$ cat src/rtl/mem_rd_ctrl_if.sv
// Read-initiator bus bundle: CPU-side request/return signals plus the memory read handshake.
// master = the read controller, slave = the requester/memory environment.
interface mem_rd_ctrl_if #(
    parameter int AW = 32,
    parameter int DW = 32
);
    logic          rd_req;
    logic [AW-1:0] rd_addr;
    logic          busy;
    logic [DW-1:0] rd_data;
    logic          rd_ld;
    logic          rd_err;
    logic [AW-1:0] mem_addr;
    logic          mem_rd;
    logic          mem_ack;
    logic [DW-1:0] mem_din;

    modport master (
        input  rd_req, rd_addr, mem_ack, mem_din,
        output busy, rd_data, rd_ld, rd_err, mem_addr, mem_rd
    );

    modport slave (
        output rd_req, rd_addr, mem_ack, mem_din,
        input  busy, rd_data, rd_ld, rd_err, mem_addr, mem_rd
    );
endinterface

$ cat src/rtl/mem_rd_ctrl.sv
// Multicycle-CPU memory read initiator with ack timeout; all outputs registered.
// Optional feature: define ALIGN_CHK_EN to reject word-misaligned addresses without a memory access.
module mem_rd_ctrl #(
    parameter int AW      = 32,
    parameter int DW      = 32,
    parameter int TIMEOUT = 15
) (
    input  logic          clk,
    input  logic          rst,
    mem_rd_ctrl_if.master bus
);
    typedef enum logic [1:0] {
        IDLE  = 2'd0,
        ISSUE = 2'd1,
        DONE  = 2'd2
    } state_t;

    localparam logic [7:0]    CNT_LAST = 8'(TIMEOUT - 1);
    localparam logic [DW-1:0] ERR_WORD = {DW{1'b1}};

    state_t        state_r, state_s;
    logic [7:0]    cnt_r, cnt_s;
    logic [AW-1:0] mem_addr_r, mem_addr_s;
    logic          mem_rd_r, mem_rd_s;
    logic          busy_r, busy_s;
    logic [DW-1:0] rd_data_r, rd_data_s;
    logic          rd_ld_r, rd_ld_s;
    logic          rd_err_r, rd_err_s;
    logic          take_s;

    // The DONE exit edge also samples rd_req, so zero-wait reads repeat every two cycles.
    assign take_s = bus.rd_req && ((state_r == IDLE) || (state_r == DONE));

    // Next-state and next-output computation.
    always_comb begin
        state_s    = state_r;
        cnt_s      = cnt_r;
        mem_addr_s = mem_addr_r;
        mem_rd_s   = mem_rd_r;
        busy_s     = busy_r;
        rd_data_s  = rd_data_r;
        rd_ld_s    = rd_ld_r;
        rd_err_s   = rd_err_r;

        case (state_r)
            IDLE: begin
                mem_rd_s = 1'b0;
                busy_s   = 1'b0;
                rd_ld_s  = 1'b0;
                rd_err_s = 1'b0;
            end
            ISSUE: begin
                if (bus.mem_ack) begin
                    rd_data_s = bus.mem_din;
                    rd_err_s  = 1'b0;
                    rd_ld_s   = 1'b1;
                    mem_rd_s  = 1'b0;
                    state_s   = DONE;
                end else if (cnt_r == CNT_LAST) begin
                    rd_data_s = ERR_WORD;
                    rd_err_s  = 1'b1;
                    rd_ld_s   = 1'b1;
                    mem_rd_s  = 1'b0;
                    state_s   = DONE;
                end else begin
                    cnt_s = cnt_r + 8'd1;
                end
            end
            DONE: begin
                rd_ld_s  = 1'b0;
                rd_err_s = 1'b0;
                busy_s   = 1'b0;
                mem_rd_s = 1'b0;
                state_s  = IDLE;
            end
            default: begin
                mem_rd_s = 1'b0;
                busy_s   = 1'b0;
                rd_ld_s  = 1'b0;
                rd_err_s = 1'b0;
                cnt_s    = 8'd0;
                state_s  = IDLE;
            end
        endcase

        if (take_s) begin
`ifdef ALIGN_CHK_EN
            if (bus.rd_addr[1:0] != 2'b00) begin
                rd_data_s = ERR_WORD;
                rd_err_s  = 1'b1;
                rd_ld_s   = 1'b1;
                mem_rd_s  = 1'b0;
                busy_s    = 1'b1;
                cnt_s     = 8'd0;
                state_s   = DONE;
            end else begin
                mem_addr_s = bus.rd_addr;
                mem_rd_s   = 1'b1;
                busy_s     = 1'b1;
                rd_ld_s    = 1'b0;
                rd_err_s   = 1'b0;
                cnt_s      = 8'd0;
                state_s    = ISSUE;
            end
`else
            mem_addr_s = bus.rd_addr;
            mem_rd_s   = 1'b1;
            busy_s     = 1'b1;
            rd_ld_s    = 1'b0;
            rd_err_s   = 1'b0;
            cnt_s      = 8'd0;
            state_s    = ISSUE;
`endif
        end else begin
            cnt_s = cnt_s;
        end
    end

    // State, counter and output registers; async reset clears everything mid-read.
    always_ff @(posedge clk or posedge rst) begin
        if (rst) begin
            state_r    <= IDLE;
            cnt_r      <= 8'd0;
            mem_addr_r <= {AW{1'b0}};
            mem_rd_r   <= 1'b0;
            busy_r     <= 1'b0;
            rd_data_r  <= {DW{1'b0}};
            rd_ld_r    <= 1'b0;
            rd_err_r   <= 1'b0;
        end else begin
            state_r    <= state_s;
            cnt_r      <= cnt_s;
            mem_addr_r <= mem_addr_s;
            mem_rd_r   <= mem_rd_s;
            busy_r     <= busy_s;
            rd_data_r  <= rd_data_s;
            rd_ld_r    <= rd_ld_s;
            rd_err_r   <= rd_err_s;
        end
    end

    assign bus.mem_addr = mem_addr_r;
    assign bus.mem_rd   = mem_rd_r;
    assign bus.busy     = busy_r;
    assign bus.rd_data  = rd_data_r;
    assign bus.rd_ld    = rd_ld_r;
    assign bus.rd_err   = rd_err_r;
endmodule

$ cat src/flat_wrapper.sv
// flat-port wrapper written by rule: the top's interface ports become plain ports
module mem_rd_ctrl_flat 
#(
    parameter int AW      = 32,
    parameter int DW      = 32,
    parameter int TIMEOUT = 15
)
  (clk, rst, bus_rd_req, bus_rd_addr, bus_mem_ack, bus_mem_din, bus_busy, bus_rd_data, bus_rd_ld, bus_rd_err, bus_mem_addr, bus_mem_rd);
  mem_rd_ctrl_if #(.AW(AW), .DW(DW)) bus_i ();
  input  logic clk;
  input  logic rst;
  input wire logic [$bits(bus_i.rd_req)-1:0] bus_rd_req;
  input wire logic [$bits(bus_i.rd_addr)-1:0] bus_rd_addr;
  input wire logic [$bits(bus_i.mem_ack)-1:0] bus_mem_ack;
  input wire logic [$bits(bus_i.mem_din)-1:0] bus_mem_din;
  output wire logic [$bits(bus_i.busy)-1:0] bus_busy;
  output wire logic [$bits(bus_i.rd_data)-1:0] bus_rd_data;
  output wire logic [$bits(bus_i.rd_ld)-1:0] bus_rd_ld;
  output wire logic [$bits(bus_i.rd_err)-1:0] bus_rd_err;
  output wire logic [$bits(bus_i.mem_addr)-1:0] bus_mem_addr;
  output wire logic [$bits(bus_i.mem_rd)-1:0] bus_mem_rd;
  assign bus_i.rd_req = bus_rd_req;
  assign bus_i.rd_addr = bus_rd_addr;
  assign bus_i.mem_ack = bus_mem_ack;
  assign bus_i.mem_din = bus_mem_din;
  assign bus_busy = bus_i.busy;
  assign bus_rd_data = bus_i.rd_data;
  assign bus_rd_ld = bus_i.rd_ld;
  assign bus_rd_err = bus_i.rd_err;
  assign bus_mem_addr = bus_i.mem_addr;
  assign bus_mem_rd = bus_i.mem_rd;
  mem_rd_ctrl #(.AW(AW), .DW(DW), .TIMEOUT(TIMEOUT)) u_core (.clk(clk), .rst(rst), .bus(bus_i));
endmodule
$ cat config.mk
export PLATFORM = sky130hd
export DESIGN_NAME = mem_rd_ctrl_flat
export DESIGN_NICKNAME = d
export VERILOG_FILES = /design/src/rtl/mem_rd_ctrl_if.sv /design/src/rtl/mem_rd_ctrl.sv /design/src/flat_wrapper.sv
export SDC_FILE = /design/constraint.sdc
export NUM_CORES = 1
export LEC_CHECK = 0
export BUFFER_PORTS_ARGS = -buffer_cell sky130_fd_sc_hd__buf_2
export CAP_MARGIN = 10
export CELL_PAD_IN_SITES_DETAIL_PLACEMENT = 0
export CELL_PAD_IN_SITES_GLOBAL_PLACEMENT = 2
export CORE_MARGIN = 2
export CORE_UTILIZATION = 31
export CTS_BUF_LIST = sky130_fd_sc_hd__clkbuf_4
export CTS_CLUSTER_SIZE = 25
export DETAILED_ROUTE_END_ITERATION = 16
export GPL_ROUTABILITY_DRIVEN = 0
export GPL_TIMING_DRIVEN = 0
export PLACE_DENSITY = 0.78
export SLEW_MARGIN = 5
export SYNTH_ARGS = -nofsm -noshare
export SYNTH_HDL_FRONTEND = slang
export SYNTH_SLANG_ARGS = --single-unit
$ cat constraint.sdc
create_clock -name clk -period 3.15 [get_ports clk]
set_input_delay 0.4725 -clock clk [delete_from_list [all_inputs] [get_ports clk]]
set_output_delay 0.4725 -clock clk [all_outputs]
set_load 0.05 [all_outputs]
After elaboration in Yosys (flattened, before gate mapping):

Index checks and enable logic that the tools add are counted.

* input bits: 68
* bits in registers: 78
* logic and storage cells: 49

* multiplexer cells: 23
* $add $sub $neg: 1
* equality and inequality tests: 9
* reductions and logical operators: 8

Operators by type and width (number)
* 32-bit 2-to-1 mux: 2
* 8-bit 2-to-1 mux: 3
* 8-bit one-hot mux with 2 select lines: 1
* 1-bit 2-to-1 mux: 13
* 8-bit by 1-bit adder with 8-bit output, second input constant: 1
* 8-bit by 4-bit == test with 1-bit output, second input constant: 1
* 2-bit 2-to-1 mux: 3
* 2-bit by 1-bit inequality test with 1-bit output, second input constant: 3
* 3-bit by 2-bit inequality test with 1-bit output, second input constant: 2
* 4-bit by 2-bit inequality test with 1-bit output, second input constant: 1
* 2-bit one-hot mux with 2 select lines: 1
* 2-bit AND reduction: 2
* 3-bit AND reduction: 1
* 2-bit by 1-bit == test with 1-bit output, second input constant: 1
* 2-bit == test, second input constant: 1
* 2-bit zero test: 1
* 2-bit nonzero test: 1
* 2-bit OR reduction: 1
* 1-bit logical AND: 1
* 1-bit logical OR: 1

Depth between registers and ports, before layout:

* word-level depth: 5
* depth in mapped cells: 7
* gate-level depth less buffers: 6

Worst setup path before layout:

Ideal clock, no wire load.

* kind: register -> register
* start point: register u_core.cnt_r[0]
* end point: register u_core.rd_data_r[10] (netlist: u_core.bus.rd_data[10])
* data arrival time: 1403 ps
* required time: 3030 ps
* buffers on the path: 1
* cell stages (with the launch flop): 8
* slack: 1627 ps
* setup time: 120 ps
* path through: dfrtp_1 -> inv_1 -> ha_1 -> nor3b_4 -> a31oi_4 -> nor2_8 -> buf_6 -> o22a_2

* longest elaborated chain between the ends: 3

Ends and longest elaborated chain
* from (decl): line mem_rd_ctrl.sv:22 `logic [7:0] cnt_r, cnt_s;`
* from (signal assigned): line mem_rd_ctrl.sv:132 `cnt_r <= cnt_s;`
* 8-bit by 4-bit == test with 1-bit output: line mem_rd_ctrl.sv:59 `end else if (cnt_r == CNT_LAST) begin`
* 2-bit nonzero test (no line)
* 2-bit AND reduction (no line)
* to (signal assigned): line mem_rd_ctrl.sv:127 `rd_data_r <= {DW{1'b0}};`
* to (signal assigned): line mem_rd_ctrl.sv:136 `rd_data_r <= rd_data_s;`
* to (decl): line mem_rd_ctrl.sv:26 `logic [DW-1:0] rd_data_r, rd_data_s;`

Every way passes these cells.
A chain may end at the register's enable or synchronous reset.

Worst setup path in the final report:

* start point: register u_core.cnt_r[0]
* end point: register u_core.rd_data_r[14] (netlist: u_core.bus.rd_data[14])

The elaborated chain is that of the path after synthesis.

==> results by group <==
Worst hold path
  – Worst hold path class: primary input to asynchronous set/reset pin

Clock network
  – CTS root buffer: clkbuf_4
  – Cts bufs inserted: 9
  – Post-cts repair resize count: 0
  – Clock slew at reported path FFs: 130 ps
  – CTS tree: done
  – Clk sinks: 78
  – Clk_lat worst skew: 410 ps
  – H-Tree Depth: 3
  – Post-CTS setup buffers: 0
  – CTS Hold Bufs: 0
  – CTS Buffer Depth: 2

Setup path
  – R2R Path End: u_core.bus.rd_data[14]
  – CP Launch Point: u_core.cnt_r[0]
  – Worst path max stage delay: 420 ps
  – R2R Setup Slk: 1460 ps
  – Worst setup endpoint: u_core.bus.rd_data[14]
  – Worst-path cell chain: inv_1, ha_1, nor3b_4, a31oi_4, nor2_8, buf_6, o22a_2
  – FF-to-FF Start: u_core.cnt_r[0]
  – CP max stage cell: dfrtp_1
  – Crit-path max FO: 10
  – CP endpoint kind: register
  – Crit path DAT: 1990 ps
  – Req. time, crit path: 3450 ps
  – Worst Setup Start Kind: register
  – Crit path kind: register to register
  – Worst r2r path cells: 7

Floorplan
  – Starting Density: 31.7%
  – Die Span X: 103 um
  – Die Area: 10700 um2
  – Site Rows: 36
  – Core footprint: 9680 um2
  – Die H: 103 um
  – Top Ports: 136

Global routing
  – Initial antenna violation count: 0
  – Pin count of the biggest net entering global routing: 50
  – Vias in the first global route: 2381
  – GR Overflow Total: 0
  – First-pass GRT wire length: 11400 um
  – GRT Total Usage: 13.9%

Routing
  – DRC viols: 0
  – Post-DR wirelength/cell: 14.0 um
  – Drt first pass iters: 4
  – DRT Wirelength: 6970 um
  – Total number of vias: 2267
  – Via/cell ratio: 4.55
  – DRT iter0 DRCs: 34
  – Post-route ant nets: 0

STA
  – Hold WS: 31.4 ps
  – Total Negative Setup Slacks: 0 ps
  – Final setup viols: 0
  – Worst Skew: 10.5 ps
  – F_max: 592 MHz
  – Tcrit/Tclk final: 53.6%
  – Slew Limit Fails: 0
  – Unrepaired setup endpoints after global routing: no
  – Slew HR: 69.4%
  – Final Hold Fails: 0
  – Least-Margin Pin Slew: 458 ps
  – Min cycle time layout: 1690 ps

Final layout
  – Most common cell after layout, fill and taps aside: buf_2
  – Area delta synth->final: 32.2%
  – Layout cells sized above 1: 58.4%
  – Layout Nets: 430
  – Ant diodes: 0
  – Design area: 4050 um2
  – Fill cells: 947
  – Most frequent cells in the layout: buf_2, dfrtp_1, mux2_2

Logic synthesis
  – Synth warn: 0
  – Syn_area_per_cell: 14.4 um2
  – Largest family of logic cells by synthesized area: compound AO/OA/AOI/OAI gates
  – Post-synthesis mux area share: 11.8%
  – FF+latch count, synth: 78
  – Unique masters post-synth: 33
  – Adder-cell share of the synthesized area: 0.816%
  – Simple-Gate Fraction of Synth Area: 5.67%
  – Synth Area in Compound Gates: 14.9%
  – Syn nets: 283
  – Seq/Total Area, Yosys: 63.7%
  – Syn Inst Count: 213
  – Synth Area in XOR/XNOR: 0%
  – Post-Syn Area: 3070 um2

Power
  – Pwr/cell area: 862 nW/um2
  – VDD IR max: 0.386 mV
  – Leakage: 0.00188 uW

Outcome
  – Outcome: finished clean

Placement
  – # port buffers: 135
  – Placed cell areas: 3940 um2
  – DP HPWL: 5170 um

Flow run
  – Max capacitance violation total: 0
area by class of cell:
type	count	area (um2)	share of cell area, %
inverters	6	25.0	0.618
clock buffers	10	75.1	1.85
clock inverters	6	38.8	0.957
multi-input cells	118	1020	25.1
flip-flops and latches	78	1950	48.2
plain buffers	11	73.8	1.82
repair buffers	136	703	17.4
well taps	133	166	4.11
per-stage QoR:
step	worst slack (ps)	std cells	util, %	total power (uW)
3_3_place_gp	-335	481	40.3	2990
2_1_floorplan	682	213	-	2610
6_report	1460	498	41.8	3490
4_1_cts	1450	498	41.8	3540
5_1_grt	1330	498	41.8	3680
3_5_place_dp	1470	482	40.7	3010
power by group:
group          total (uW)  internal [uW]  switching [uW]
registers            1380           1250             127
logic                1590            421            1170
clock network         523            168             355
total                3490           1840            1650
cell usage after synthesis, drive strengths merged:
| cell | number | share of area [%] |
|---|---|---|
| dfrtp | 78 | 64 |
| mux2 | 32 | 12 |
| o22a | 32 | 9.4 |
| buf | 11 | 2.4 |
| nand2 | 8 | 0.98 |
| inv | 6 | 0.73 |
| nor2 | 6 | 1.3 |
| o21ai | 6 | 0.98 |
| nand3 | 5 | 0.98 |
| a31oi | 4 | 1.3 |
| a21oi | 3 | 0.49 |
| a31o | 3 | 0.86 |
| ha | 2 | 0.82 |
| nand2b | 2 | 0.41 |
| or3 | 2 | 0.41 |
| a21boi | 1 | 0.24 |
| a41o | 1 | 0.37 |
| a41oi | 1 | 0.29 |
| and2 | 1 | 0.24 |
| nand4 | 1 | 0.20 |
| nor2b | 1 | 0.20 |
| nor3 | 1 | 0.16 |
| nor3b | 1 | 0.61 |
| o21a | 1 | 0.24 |
| o22ai | 1 | 0.20 |
| o31ai | 1 | 0.24 |
| o41ai | 1 | 0.29 |
| or2 | 1 | 0.20 |
metal layers:
layer | track usage (%) | vias to the layer above | wire [um]
met3 | 5.44 | 9 | 586
met1 | 17.3 | 1093 | 3040
met5 | 0 | - | 0
met4 | 5.26 | 0 | 95
li1 | - | 1081 | -
met2 | 21.8 | 84 | 3240
registers in the layout (all words and copies together), names as in the netlist:
register,count
u_core.bus.busy,1
u_core.bus.mem_addr,32
u_core.bus.mem_rd,1
u_core.bus.rd_data,32
u_core.bus.rd_err,1
u_core.bus.rd_ld,1
u_core.cnt_r,8
u_core.state_r,2
cells by family (layout without fill, tap and decap cells):
| family | after synthesis | count (layout) |
|---|---|---|
| compound gates | 55 | 55 |
| fa+ha+maj | 2 | 2 |
| buf+inv | 17 | 169 |
| flops | 78 | 78 |
| mux | 32 | 32 |
| simple gates | 29 | 29 |
worst min-delay path by stage:
| stage | from | end |
|---|---|---|
| 6_report | rst | u_core.bus.mem_addr[19] |
| 5_1_grt | rst | u_core.bus.mem_addr[19] |
| 4_1_cts | rst | u_core.bus.mem_addr[23] |
| 3_5_place_dp | u_core.bus.busy | u_core.bus.busy |
| 3_3_place_gp | u_core.bus.busy | u_core.bus.busy |
| 2_1_floorplan | u_core.cnt_r[7] | u_core.cnt_r[7] |
critical path, delay by kind of cell, from the launching register on:
kind | cells | cell delay (ps)
AND/OR/NAND/NOR | 2 | 230
adder cells (fa/ha/maj) | 1 | 200
AO/OA/AOI/OAI | 2 | 480
buffers and inverters | 2 | 240
flip-flops | 1 | 420
(Power assumes the default switching activity.)
